## src/rtl/alu_cmd_sequencer.sv

```systemverilog
// alu_cmd_sequencer
// Front end for the combinational 8-bit ALU. Commands {op, a, b} are
// buffered in a DEPTH-entry FIFO. Each command is issued to the ALU
// inputs for one cycle, and the captured result is returned with
// status flags over a valid/ready response port.
//
// state   | meaning
// --------+-----------------------------------------------------------
// IDLE    | nothing in flight; pops the FIFO head as soon as one exists
// ISSUE   | alu_* driven with the popped command; result captured at exit
// RESPOND | rsp_* valid and held; the handshake may pop the next command

module alu_cmd_sequencer #(
    parameter int DEPTH = 4
) (
    input  logic       i_clk,
    input  logic       i_rst,
    input  logic       i_cmd_valid,
    output logic       o_cmd_ready,
    input  logic [7:0] i_cmd_a,
    input  logic [7:0] i_cmd_b,
    input  logic [2:0] i_cmd_op,
    output logic [7:0] o_alu_a,
    output logic [7:0] o_alu_b,
    output logic [2:0] o_alu_sel,
    input  logic [7:0] i_alu_result,
    input  logic       i_alu_cout,
    output logic       o_rsp_valid,
    input  logic       i_rsp_ready,
    output logic [7:0] o_rsp_result,
    output logic       o_rsp_cout,
    output logic       o_rsp_zero,
    output logic       o_rsp_err,
    output logic [2:0] o_rsp_op,
    output logic       o_busy
);

    localparam int AW = (DEPTH > 1) ? $clog2(DEPTH) : 1;
    localparam int CW = AW + 1;

    typedef enum logic [1:0] {
        IDLE    = 2'd0,
        ISSUE   = 2'd1,
        RESPOND = 2'd2
    } state_t;

    logic [18:0]   r_mem [DEPTH];
    logic [AW-1:0] r_wr_ptr;
    logic [AW-1:0] r_rd_ptr;
    logic [CW-1:0] r_count;
    state_t        r_state;

    logic          w_full;
    logic          w_empty;
    logic          w_push;
    logic          w_pop;
    logic [18:0]   w_head;

    assign w_full      = (r_count == CW'(DEPTH));
    assign w_empty     = (r_count == '0);
    assign o_cmd_ready = !w_full && !i_rst;
    assign w_push      = i_cmd_valid && o_cmd_ready;
    // The FSM pops from IDLE, or on the response handshake in RESPOND.
    assign w_pop       = !w_empty &&
                         ((r_state == IDLE) || ((r_state == RESPOND) && i_rsp_ready));
    assign w_head      = r_mem[r_rd_ptr];
    assign o_busy      = !w_empty || (r_state != IDLE);

    // Command storage; contents need no reset since count gates every read.
    always_ff @(posedge i_clk) begin
        if (w_push) begin
            r_mem[r_wr_ptr] <= {i_cmd_op, i_cmd_a, i_cmd_b};
        end
    end

    // FIFO pointers and occupancy; pointers wrap naturally modulo DEPTH.
    always_ff @(posedge i_clk) begin
        if (i_rst) begin
            r_wr_ptr <= '0;
            r_rd_ptr <= '0;
            r_count  <= '0;
        end else begin
            if (w_push) begin
                r_wr_ptr <= r_wr_ptr + AW'(1);
            end
            if (w_pop) begin
                r_rd_ptr <= r_rd_ptr + AW'(1);
            end
            case ({w_push, w_pop})
                2'b10:   r_count <= r_count + CW'(1);
                2'b01:   r_count <= r_count - CW'(1);
                default: r_count <= r_count;
            endcase
        end
    end

    // Issue/respond sequencer with registered ALU and response outputs.
    always_ff @(posedge i_clk) begin
        if (i_rst) begin
            r_state      <= IDLE;
            o_alu_a      <= '0;
            o_alu_b      <= '0;
            o_alu_sel    <= '0;
            o_rsp_valid  <= 1'b0;
            o_rsp_result <= '0;
            o_rsp_cout   <= 1'b0;
            o_rsp_zero   <= 1'b0;
            o_rsp_err    <= 1'b0;
            o_rsp_op     <= '0;
        end else begin
            case (r_state)
                IDLE: begin
                    if (w_pop) begin
                        o_alu_sel <= w_head[18:16];
                        o_alu_a   <= w_head[15:8];
                        o_alu_b   <= w_head[7:0];
                        r_state   <= ISSUE;
                    end
                end
                ISSUE: begin
                    o_rsp_result <= i_alu_result;
                    o_rsp_cout   <= i_alu_cout;
                    o_rsp_zero   <= (i_alu_result == 8'h00);
                    o_rsp_err    <= o_alu_sel[2];
                    o_rsp_op     <= o_alu_sel;
                    o_rsp_valid  <= 1'b1;
                    r_state      <= RESPOND;
                end
                RESPOND: begin
                    if (i_rsp_ready) begin
                        o_rsp_valid <= 1'b0;
                        if (w_pop) begin
                            o_alu_sel <= w_head[18:16];
                            o_alu_a   <= w_head[15:8];
                            o_alu_b   <= w_head[7:0];
                            r_state   <= ISSUE;
                        end else begin
                            r_state <= IDLE;
                        end
                    end
                end
                default: r_state <= IDLE;
            endcase
        end
    end

endmodule

```

## config.mk

```make
export PLATFORM = sky130hd
export DESIGN_NAME = alu_cmd_sequencer
export DESIGN_NICKNAME = d
export VERILOG_FILES = /design/src/rtl/alu_cmd_sequencer.sv
export SDC_FILE = /design/constraint.sdc
export NUM_CORES = 1
export LEC_CHECK = 0
export ABC_AREA = 1
export BUFFER_PORTS_ARGS = -buffer_cell sky130_fd_sc_hd__buf_2
export CAP_MARGIN = 20
export CORE_MARGIN = 1.5
export CORE_UTILIZATION = 25
export CTS_BUF_LIST = sky130_fd_sc_hd__clkbuf_16
export CTS_CLUSTER_DIAMETER = 200
export DETAILED_ROUTE_END_ITERATION = 10
export PLACE_DENSITY_LB_ADDON = 0.08
export SLEW_MARGIN = 5
export SYNTH_ARGS = -nofsm -noshare
export SYNTH_HDL_FRONTEND = slang
export SYNTH_SLANG_ARGS = --single-unit
export TNS_END_PERCENT = 100
```

## constraint.sdc

```tcl
create_clock -name i_clk -period 4.1 [get_ports i_clk]
set_input_delay 0.205 -clock i_clk [delete_from_list [all_inputs] [get_ports i_clk]]
set_output_delay 0.205 -clock i_clk [all_outputs]
set_load 0.05 [all_outputs]
```

==> results of run 1 <==
==> cells by family (layout without fill, tap and decap cells) <==
kind of cell    count (synthesis)  in the layout  synth area share
flops                         120            120             0.622
fa+ha+maj                       6              6            0.0162
compound gates                 28             28            0.0290
buf+inv                       141            233             0.119
simple gates                  263            263             0.211
xor+xnor                        1              1           0.00172
==> worst max-delay path, delay by kind of cell (launching register included) <==
family                     cells  cell delay [ns]
buffers and inverters          1             0.15
and+or+nand+nor                5             1.20
adders and majority gates      2             0.64
AOI/OAI and AO/OA              1             0.13
DFF                            1             0.37
==> how the worst max path moves through the flow <==
stage / start / to / cells past startpoint
after global routing: r_count[0] / r_count[2] / 9
after CTS: r_count[0] / r_count[2] / 9
after detailed placement: r_count[0] / r_count[2] / 9
after floorplan: r_count[0] / r_mem[0][0] / 4
after global placement: r_count[0] / r_count[2] / 9
final: r_count[0] / r_count[2] / 9
==> layout by cell type (no fill, tap or decap), drive strengths merged <==
cell type	count
xor2	1
ha	5
o21ai	12
clkinv	7
nand2	152
edfxtp	76
or2	1
dlygate4sd3	8
a21oi	14
nand4	3
nor2	61
bufinv	3
nand3	46
a31oi	1
clkbuf	17
fa	1
buf	74
clkinvlp	6
a211oi	1
inv	118
dfxtp	44
==> report_power, final <==
group / internal (mW) / switching [mW]
registers: 1.50 / 0.106
clock network: 0.954 / 0.555
logic: 0.450 / 1.33
==> Yosys cell counts, types with 2 or more instances <==
cell	instances	area share
edfxtp_1	76	0.45
dfxtp_1	44	0.17
nand4_1	3	0.0037
nand3_1	45	0.044
buf_6	5	0.011
ha_1	5	0.012
buf_2	7	0.0069
buf_4	8	0.012
nand2_1	149	0.11
nand2_2	3	0.0037
inv_1	116	0.086
o21ai_0	12	0.012
inv_2	2	0.0015
nor2_1	60	0.044
a21oi_1	13	0.013
==> registers in the layout, summed over array words and instances (netlist names), named ones only <==
name	flops
r_rd_ptr	2
o_rsp_cout	1
o_rsp_op	2
o_rsp_result	8
r_mem	76
o_rsp_zero	1
r_state	2
r_wr_ptr	2
o_alu_sel	3
o_alu_a	8
o_rsp_err	1
o_rsp_valid	1
o_alu_b	8
r_count	3
==> per-stage QoR <==
stage / std cells / util / cell area (µm²) / setup slack, ns
final: 916 / 0.321 / 6340 / 1.50
after global routing: 916 / 0.321 / 6340 / 1.20
after CTS: 916 / 0.321 / 6340 / 1.45
after detailed placement: 876 / 0.287 / 5650 / 1.45
after global placement: 876 / 0.287 / 5650 / 1.50
after floorplan: 559 / - / 5080 / 2.18
==> routing by layer <==
layer	global-route usage	share of wire	vias up
li1	-	-	1875
met1	0.154	0.50	1628
met2	0.186	0.45	61
met3	0.0317	0.032	18
met4	0.0536	0.019	0
met5	0	0	-
==> cell type report <==
type / instances / area, µm²
fillers: 2080 / 13400
flip-flops and latches: 120 / 3160
multi-input cells: 298 / 1320
repair buffers: 82 / 468
inverters: 119 / 447
clock buffers: 17 / 425
well taps: 265 / 332
clock inverters: 15 / 180
==> impl_metrics.tcl, run 1 <==
set metrics [dict create \
    worstHoldEndpoint "r_mem[0][0]" \
    postCtsSetupBuffers 0 \
    slowest_stage "nand2_2" \
    peakVddDrop_v 0.000235 \
    clk_latency_ns 0.41 \
    via_per_inst 3.91 \
    ys_async_sr_fraction 0 \
    grt_pass1_wl_um 19300 \
    slew_headroom 0.459 \
    dp_hpwl_um 6840 \
    drt_wl_total_um 11600 \
    avgRoutedWirePerCell_um 12.6 \
    first_pass_iters 5 \
    syn_nets 597 \
    root_buffer "clkbuf_16" \
    hold_violations 0 \
    grt_pass1_vias 3524 \
    reg2reg_from "r_count[0]" \
    drive_above_1_share 0.183 \
    fp.dieH_um 146 \
    vias 3582 \
    p_total_mw 4.89 \
    crit_path_cell_trace "nor2_4, nand2_2, nand2_2, inv_1, ha_1, fa_1, or2_2, a31oi_1, nor2_1" \
    route.detailed.drc 0 \
    ios 68 \
    overflow 0 \
    ys_seq_elements 120 \
    place_congestion 0.704 \
    drt_iter0_markers 174 \
    r2r_cells 9 \
    antenna_found_initial 0 \
    holdWs_ns 0.0163 \
    synthFlopType "edfxtp_1" \
    yosysSeqAreaShare 0.622 \
    worstPathArrival_ns 2.91 \
    cts_hold_buffers 8 \
    cts.sinks 120 \
    htreeDepth 4 \
    core_mm2 0.0197 \
    p_leak_nw 2.96 \
    tns_ns 0 \
    cts_resized 0 \
    status "finished, final reports clean" \
    fmax_mhz 384 \
    dieArea_mm2 0.0212 \
    cts_tree "yes" \
    slowest_delay_ns 0.60 \
    path_common_cell "nand2_2" \
    diodes 0 \
    grt_usage 0.119 \
    die_w_um 146 \
    rsz0062_at_grt "no" \
    start_util 0.258 \
    powerDensity_mw_per_mm2 772 \
    ant_nets 0 \
    path_class "register to register" \
    tightest_slew_ns 0.808 \
    worst_ep_required_time_ns 4.41 \
    finalCritPeriodShare 0.635 \
    setup_violations 0 \
    area_growth_pct 24.7 \
    drv_slew 0 \
    ys_types 26 \
    hold_start "i_cmd_b[0]" \
    rows 51 \
    hold_depth 1 \
    fin_skew_ns 0.00542 \
    hp-class "input port to register" \
    numCtsBuffers 17 \
    postSynthAreaPerCell_um2 9.09 \
    period_needed_ns 2.60 \
    portBuffers 67 \
    yosys_warnings 0 \
    nNetsFinal 676 \
    syn-cell-area_mm2 0.00508 \
    critical_path.startpoint_type "register" \
    grt_max_degree 42 \
    clk_pin_slew_ns 0.06 \
    critPathMaxFanout 41 \
    clk_path_buf_depth 2 \
    drv_cap 0 \
    ff2ff_setup_slack_ns 1.50 \
    rr_endpoint "r_count[2]" \
    end_kind "register" \
    synth_edf_count 76 \
    syn-instance-count 559 \
]
Note: power is estimated with default switching activity, not from simulation.
==> run 2, diff against run 1 <==
==> constraint.sdc (replaced) <==
create_clock -name i_clk -period 2.42 [get_ports i_clk]
set_input_delay 0.121 -clock i_clk [delete_from_list [all_inputs] [get_ports i_clk]]
set_output_delay 0.121 -clock i_clk [all_outputs]
set_load 0.05 [all_outputs]
==> impl_metrics.tcl, run 2 (synthesis results as in run 1) <==
set metrics [dict create \
    route.detailed.drc 0 \
    switching_share 0.395 \
    finalNonFillerCells 938 \
    powerDensity_mw_per_mm2 1290 \
    crit_path_cell_trace "nor2_4, nand2_1, nand3_2, ha_1, fa_1, or2_2, nand4_1, nand2_1, nor2_1" \
    tightest_slew_ns 0.731 \
    drt_wl_total_um 11700 \
    p_leak_nw 3.08 \
    slowest_delay_ns 0.44 \
    p_seq_frac 0.319 \
    power.switching_mw 3.36 \
    via_per_inst 3.86 \
    first_pass_iters 4 \
    fp.dieH_um 146 \
    p_clk_frac 0.319 \
    cts.sinks 120 \
    final_cell_mix "149 x nand2_1, 117 x inv_1, 76 x edfxtp_1" \
    slew_headroom 0.512 \
    hold_violations 0 \
    avgRoutedWirePerCell_um 12.5 \
    portBuffers 67 \
    top_register "r_mem" \
    ff2ff_setup_slack_ns 0.32 \
    numCtsBuffers 17 \
    fin_skew_ns 0.00818 \
    hold_depth 2 \
    reg2reg_from "r_count[0]" \
    finalCritPeriodShare 0.867 \
    overflow 0 \
    drv_cap 0 \
    start_util 0.258 \
    hold_start "i_rst" \
    critPathMaxFanout 7 \
    worst_ep_required_time_ns 2.77 \
    grt_usage 0.120 \
    grt_max_degree 41 \
    rsz0062_at_grt "no" \
    period_needed_ns 2.10 \
    drive_above_1_share 0.175 \
    largest_register_ffs 76 \
    ant_nets 0 \
    r2r_cells 9 \
    critical_path.startpoint_type "register" \
    clk_path_buf_depth 2 \
    fillers 2037 \
    rr_endpoint "r_count[2]" \
    hp-class "input port to register" \
    antenna_found_initial 0 \
    status "finished, final reports clean" \
    postCtsSetupBuffers 0 \
    peakVddDrop_v 0.000357 \
    nNetsFinal 698 \
    worstPathArrival_ns 2.45 \
    dieArea_mm2 0.0212 \
    path_class "register to register" \
    htreeDepth 4 \
    root_buffer "clkbuf_16" \
    worstHoldEndpoint "r_state[1]" \
    placed_cells 877 \
    setup_violations 0 \
    grt_pass1_vias 3684 \
    die_w_um 146 \
    grt_pass1_wl_um 19500 \
    clk_latency_ns 0.42 \
    area_growth_pct 29.5 \
    vias 3621 \
    combPwrFrac 0.362 \
    end_kind "register" \
    drv_slew 0 \
    cts_tree "yes" \
    place_congestion 0.695 \
    core_mm2 0.0197 \
    slowest_stage "dfxtp_1" \
    dp_hpwl_um 7050 \
    path_common_cell "nand2_1" \
    rows 51 \
    tns_ns 0 \
    final_common_cell "nand2_1" \
    diodes 0 \
    fmax_mhz 477 \
    clk_pin_slew_ns 0.05 \
    internal_power_mw 5.14 \
    ios 68 \
    drt_iter0_markers 183 \
]
-- run 2: cell count changes in the layout (fill, tap and decap cells not counted) --
cell and change:
buf_4 +1, bufinv_16 +2, clkinv_1 +1, clkinv_2 +2, clkinv_4 -3, clkinvlp_4 -3, dlygate4sd3_1 +21, inv_1 +1
-- run 2: per-stage QoR --
step                power [mW]  instance area [µm²]   util  worst slack [ns]  hold slack [ns]
finish                    8.51                 6590  0.334             0.322           0.0174
global route              9.09                 6590  0.334             0.152           0.0202
CTS                       8.66                 6590  0.334             0.344          0.00240
detailed placement        5.87                 5660  0.287             0.350            0.347
global placement          5.83                 5660  0.287             0.417            0.345
floorplan                 5.21                 5080      -             0.497            0.220
-- run 2: worst max path at each step --
stage / from / to / cells after the start
6_report: r_count[0] / r_count[2] / 9
5_1_grt: r_count[0] / r_count[2] / 9
3_3_place_gp: r_count[0] / r_count[2] / 8
3_5_place_dp: r_count[0] / r_count[2] / 8
4_1_cts: r_count[0] / r_count[2] / 9
2_1_floorplan: r_count[0] / r_mem[0][0] / 4
-- run 2: layout make-up --
type | count | area, µm² | area share
Clock inverter | 15 | 209 | 0.0317
Clock buffer | 17 | 425 | 0.0646
Inverter | 119 | 447 | 0.0678
Timing Repair Buffer | 104 | 686 | 0.104
Sequential cell | 120 | 3160 | 0.480
Multi-Input combinational cell | 298 | 1320 | 0.201
Tap cell | 265 | 332 | 0.0504
-- run 2: worst max-delay path, delay by kind of cell, from the launching register on --
family / cells / cell delay, ns
fa+ha+maj: 2 / 0.69
flops: 1 / 0.44
simple gates: 7 / 0.91
-- run 2: timing repair --
item | in CTS | in global routing
hold endpoints to repair | 86 | 0
resized for setup | 0 | 0
hold buffers | 29 | 0
setup endpoints to repair | 0 | 0
-- run 2: layer usage --
layer / up-vias / routed length (µm) / GRT usage
li1: 1918 / - / -
met1: 1630 / 5740 / 0.148
met2: 57 / 5420 / 0.197
met3: 16 / 326 / 0.0317
met4: 0 / 206 / 0.0531
met5: - / 0 / 0
-- run 2: power groups by stage --
stage | Clock [mW] | Combinational [mW] | Sequential, mW
3_3_place_gp | 0 | 3.08 | 2.75
5_1_grt | 2.88 | 3.45 | 2.76
4_1_cts | 2.79 | 3.15 | 2.72
2_1_floorplan | 0 | 1.65 | 3.57
6_report | 2.71 | 3.08 | 2.72
3_5_place_dp | 0 | 3.11 | 2.76
==> run 3, diff against run 2 <==
--- a/config.mk
+++ b/config.mk
@@ -8,6 +8,7 @@
 export ABC_AREA = 1
 export BUFFER_PORTS_ARGS = -buffer_cell sky130_fd_sc_hd__buf_2
 export CAP_MARGIN = 20
+export CORE_ASPECT_RATIO = 0.7
 export CORE_MARGIN = 1.5
 export CORE_UTILIZATION = 25
 export CTS_BUF_LIST = sky130_fd_sc_hd__clkbuf_16
==> impl_metrics.tcl, run 3 (synthesis results as in run 1) <==
set metrics [dict create \
    status "finished, final reports clean" \
    final_cell_area_mm2 0.00655 \
    critical_path.startpoint_type "register" \
    hp-class "input port to register" \
    holdWs_ns 0.0273 \
    top_register "r_mem" \
    overflow 0 \
    period_needed_ns 2.08 \
    slowest_stage "dfxtp_1" \
    fmax_mhz 481 \
    finalCritPeriodShare 0.859 \
    dp_hpwl_um 7030 \
    drt_wl_total_um 11700 \
    route.detailed.drc 0 \
    via_per_inst 3.92 \
    place_area_mm2 0.00567 \
    start_util 0.256 \
    grt_usage 0.120 \
    cp_top_family "simple AND/OR/NAND/NOR gates" \
    grt_util_met2 0.187 \
    die_w_um 173 \
    crit_buf_inv 0 \
    grt_pass1_vias 3724 \
    portBuffers 67 \
    placed_cells 882 \
    fin_skew_ns 0.00666 \
    first_pass_iters 6 \
    worstPathArrival_ns 2.43 \
    tightest_slew_ns 0.737 \
    postCtsSetupBuffers 0 \
    critPathMaxFanout 7 \
    powerDensity_mw_per_mm2 1270 \
    cts_tree "yes" \
    hold_start "i_rst" \
    avgRoutedWirePerCell_um 12.5 \
    tns_ns 0 \
    htreeDepth 4 \
    area_growth_pct 28.9 \
    p_total_mw 8.34 \
    root_buffer "clkbuf_16" \
    path_class "register to register" \
    cts_resized 0 \
    worst_ep_required_time_ns 2.77 \
    ant_nets 0 \
    hold_violations 0 \
    cts_hold_buffers 29 \
    fp.dieH_um 122 \
    drv_cap 0 \
    core_mm2 0.0199 \
    reg2reg_from "r_count[0]" \
    drv_slew 0 \
    cts.sinks 120 \
    rows 43 \
    place_congestion 0.710 \
    critPathLaunch "r_count[0]" \
    crit_path_cell_trace "nor2_4, nand2_1, nand3_2, ha_1, fa_1, or2_2, nand4_1, nand2_1, nor2_1" \
    slowest_delay_ns 0.43 \
    fillers 2058 \
    met3_usage 0.0369 \
    p_leak_nw 3.07 \
    multi_input_area_mm2 0.00132 \
    regArea_mm2 0.00316 \
    antenna_found_initial 0 \
    rsz0062_at_grt "no" \
    path_common_cell "nand2_1" \
    numCtsBuffers 17 \
    final_cell_mix "149 x nand2_1, 119 x inv_1, 76 x edfxtp_1" \
    drt_iter0_markers 164 \
    setup_violations 0 \
    grt_max_degree 41 \
    drive_above_1_share 0.168 \
    clk_pin_slew_ns 0.05 \
    vias 3699 \
    clk_latency_ns 0.41 \
    largest_register_ffs 76 \
    busiest_layer "met2" \
    slew_headroom 0.508 \
    ios 68 \
    dieArea_mm2 0.0212 \
    grt_pass1_wl_um 19200 \
    final_common_cell "nand2_1" \
    end_kind "register" \
    peakVddDrop_v 0.000456 \
    clk_path_buf_depth 2 \
    finalNonFillerCells 943 \
    nNetsFinal 698 \
    diodes 0 \
    use_met1 0.157 \
]
-- run 3: cell types whose count changed in the layout (fill, tap and decap cells not counted) --
cell / change
bufinv_16: -1
clkinv_1: +3
clkinv_2: -1
clkinv_4: -1
clkinvlp_4: -2
inv_1: +2
-- run 3: metal layers --
metal | share of wire | wire, µm
met4 | 0.010 | 121
met5 | 0 | 0
met1 | 0.51 | 5970
met2 | 0.45 | 5250
met3 | 0.034 | 404
-- run 3: stage by stage --
step / util / worst slack [ns]
2_1_floorplan: - / 0.497
3_3_place_gp: 0.285 / 0.408
3_5_place_dp: 0.285 / 0.347
4_1_cts: 0.330 / 0.341
5_1_grt: 0.330 / 0.250
6_report: 0.330 / 0.341
-- run 3: worst paths after layout --
path / endpoint / slack (ns) / depth (start not counted)
worst min register to register: o_rsp_op[0] / 0.48 / 2
worst max register to register: r_count[2] / 0.34 / 9
worst min-delay path: r_count[0] / 0.03 / 2
worst max-delay path: r_count[2] / 0.34 / 9
-- run 3: final cells by class --
| type | count | share of cell area |
|---|---|---|
| Tap cell | 270 | 0.0516 |
| Inverter | 119 | 0.0682 |
| Multi-Input combinational cell | 298 | 0.202 |
| Sequential cell | 120 | 0.483 |
| Clock inverter | 15 | 0.0258 |
| Timing Repair Buffer | 104 | 0.105 |
| Clock buffer | 17 | 0.0649 |
-- run 3: power by group --
group	total, mW	internal [mW]	switching, mW	leakage, nW
Sequential	2.72	2.54	0.182	1.05
Combinational	3.07	0.795	2.27	1.72
Clock	2.56	1.69	0.868	0.300
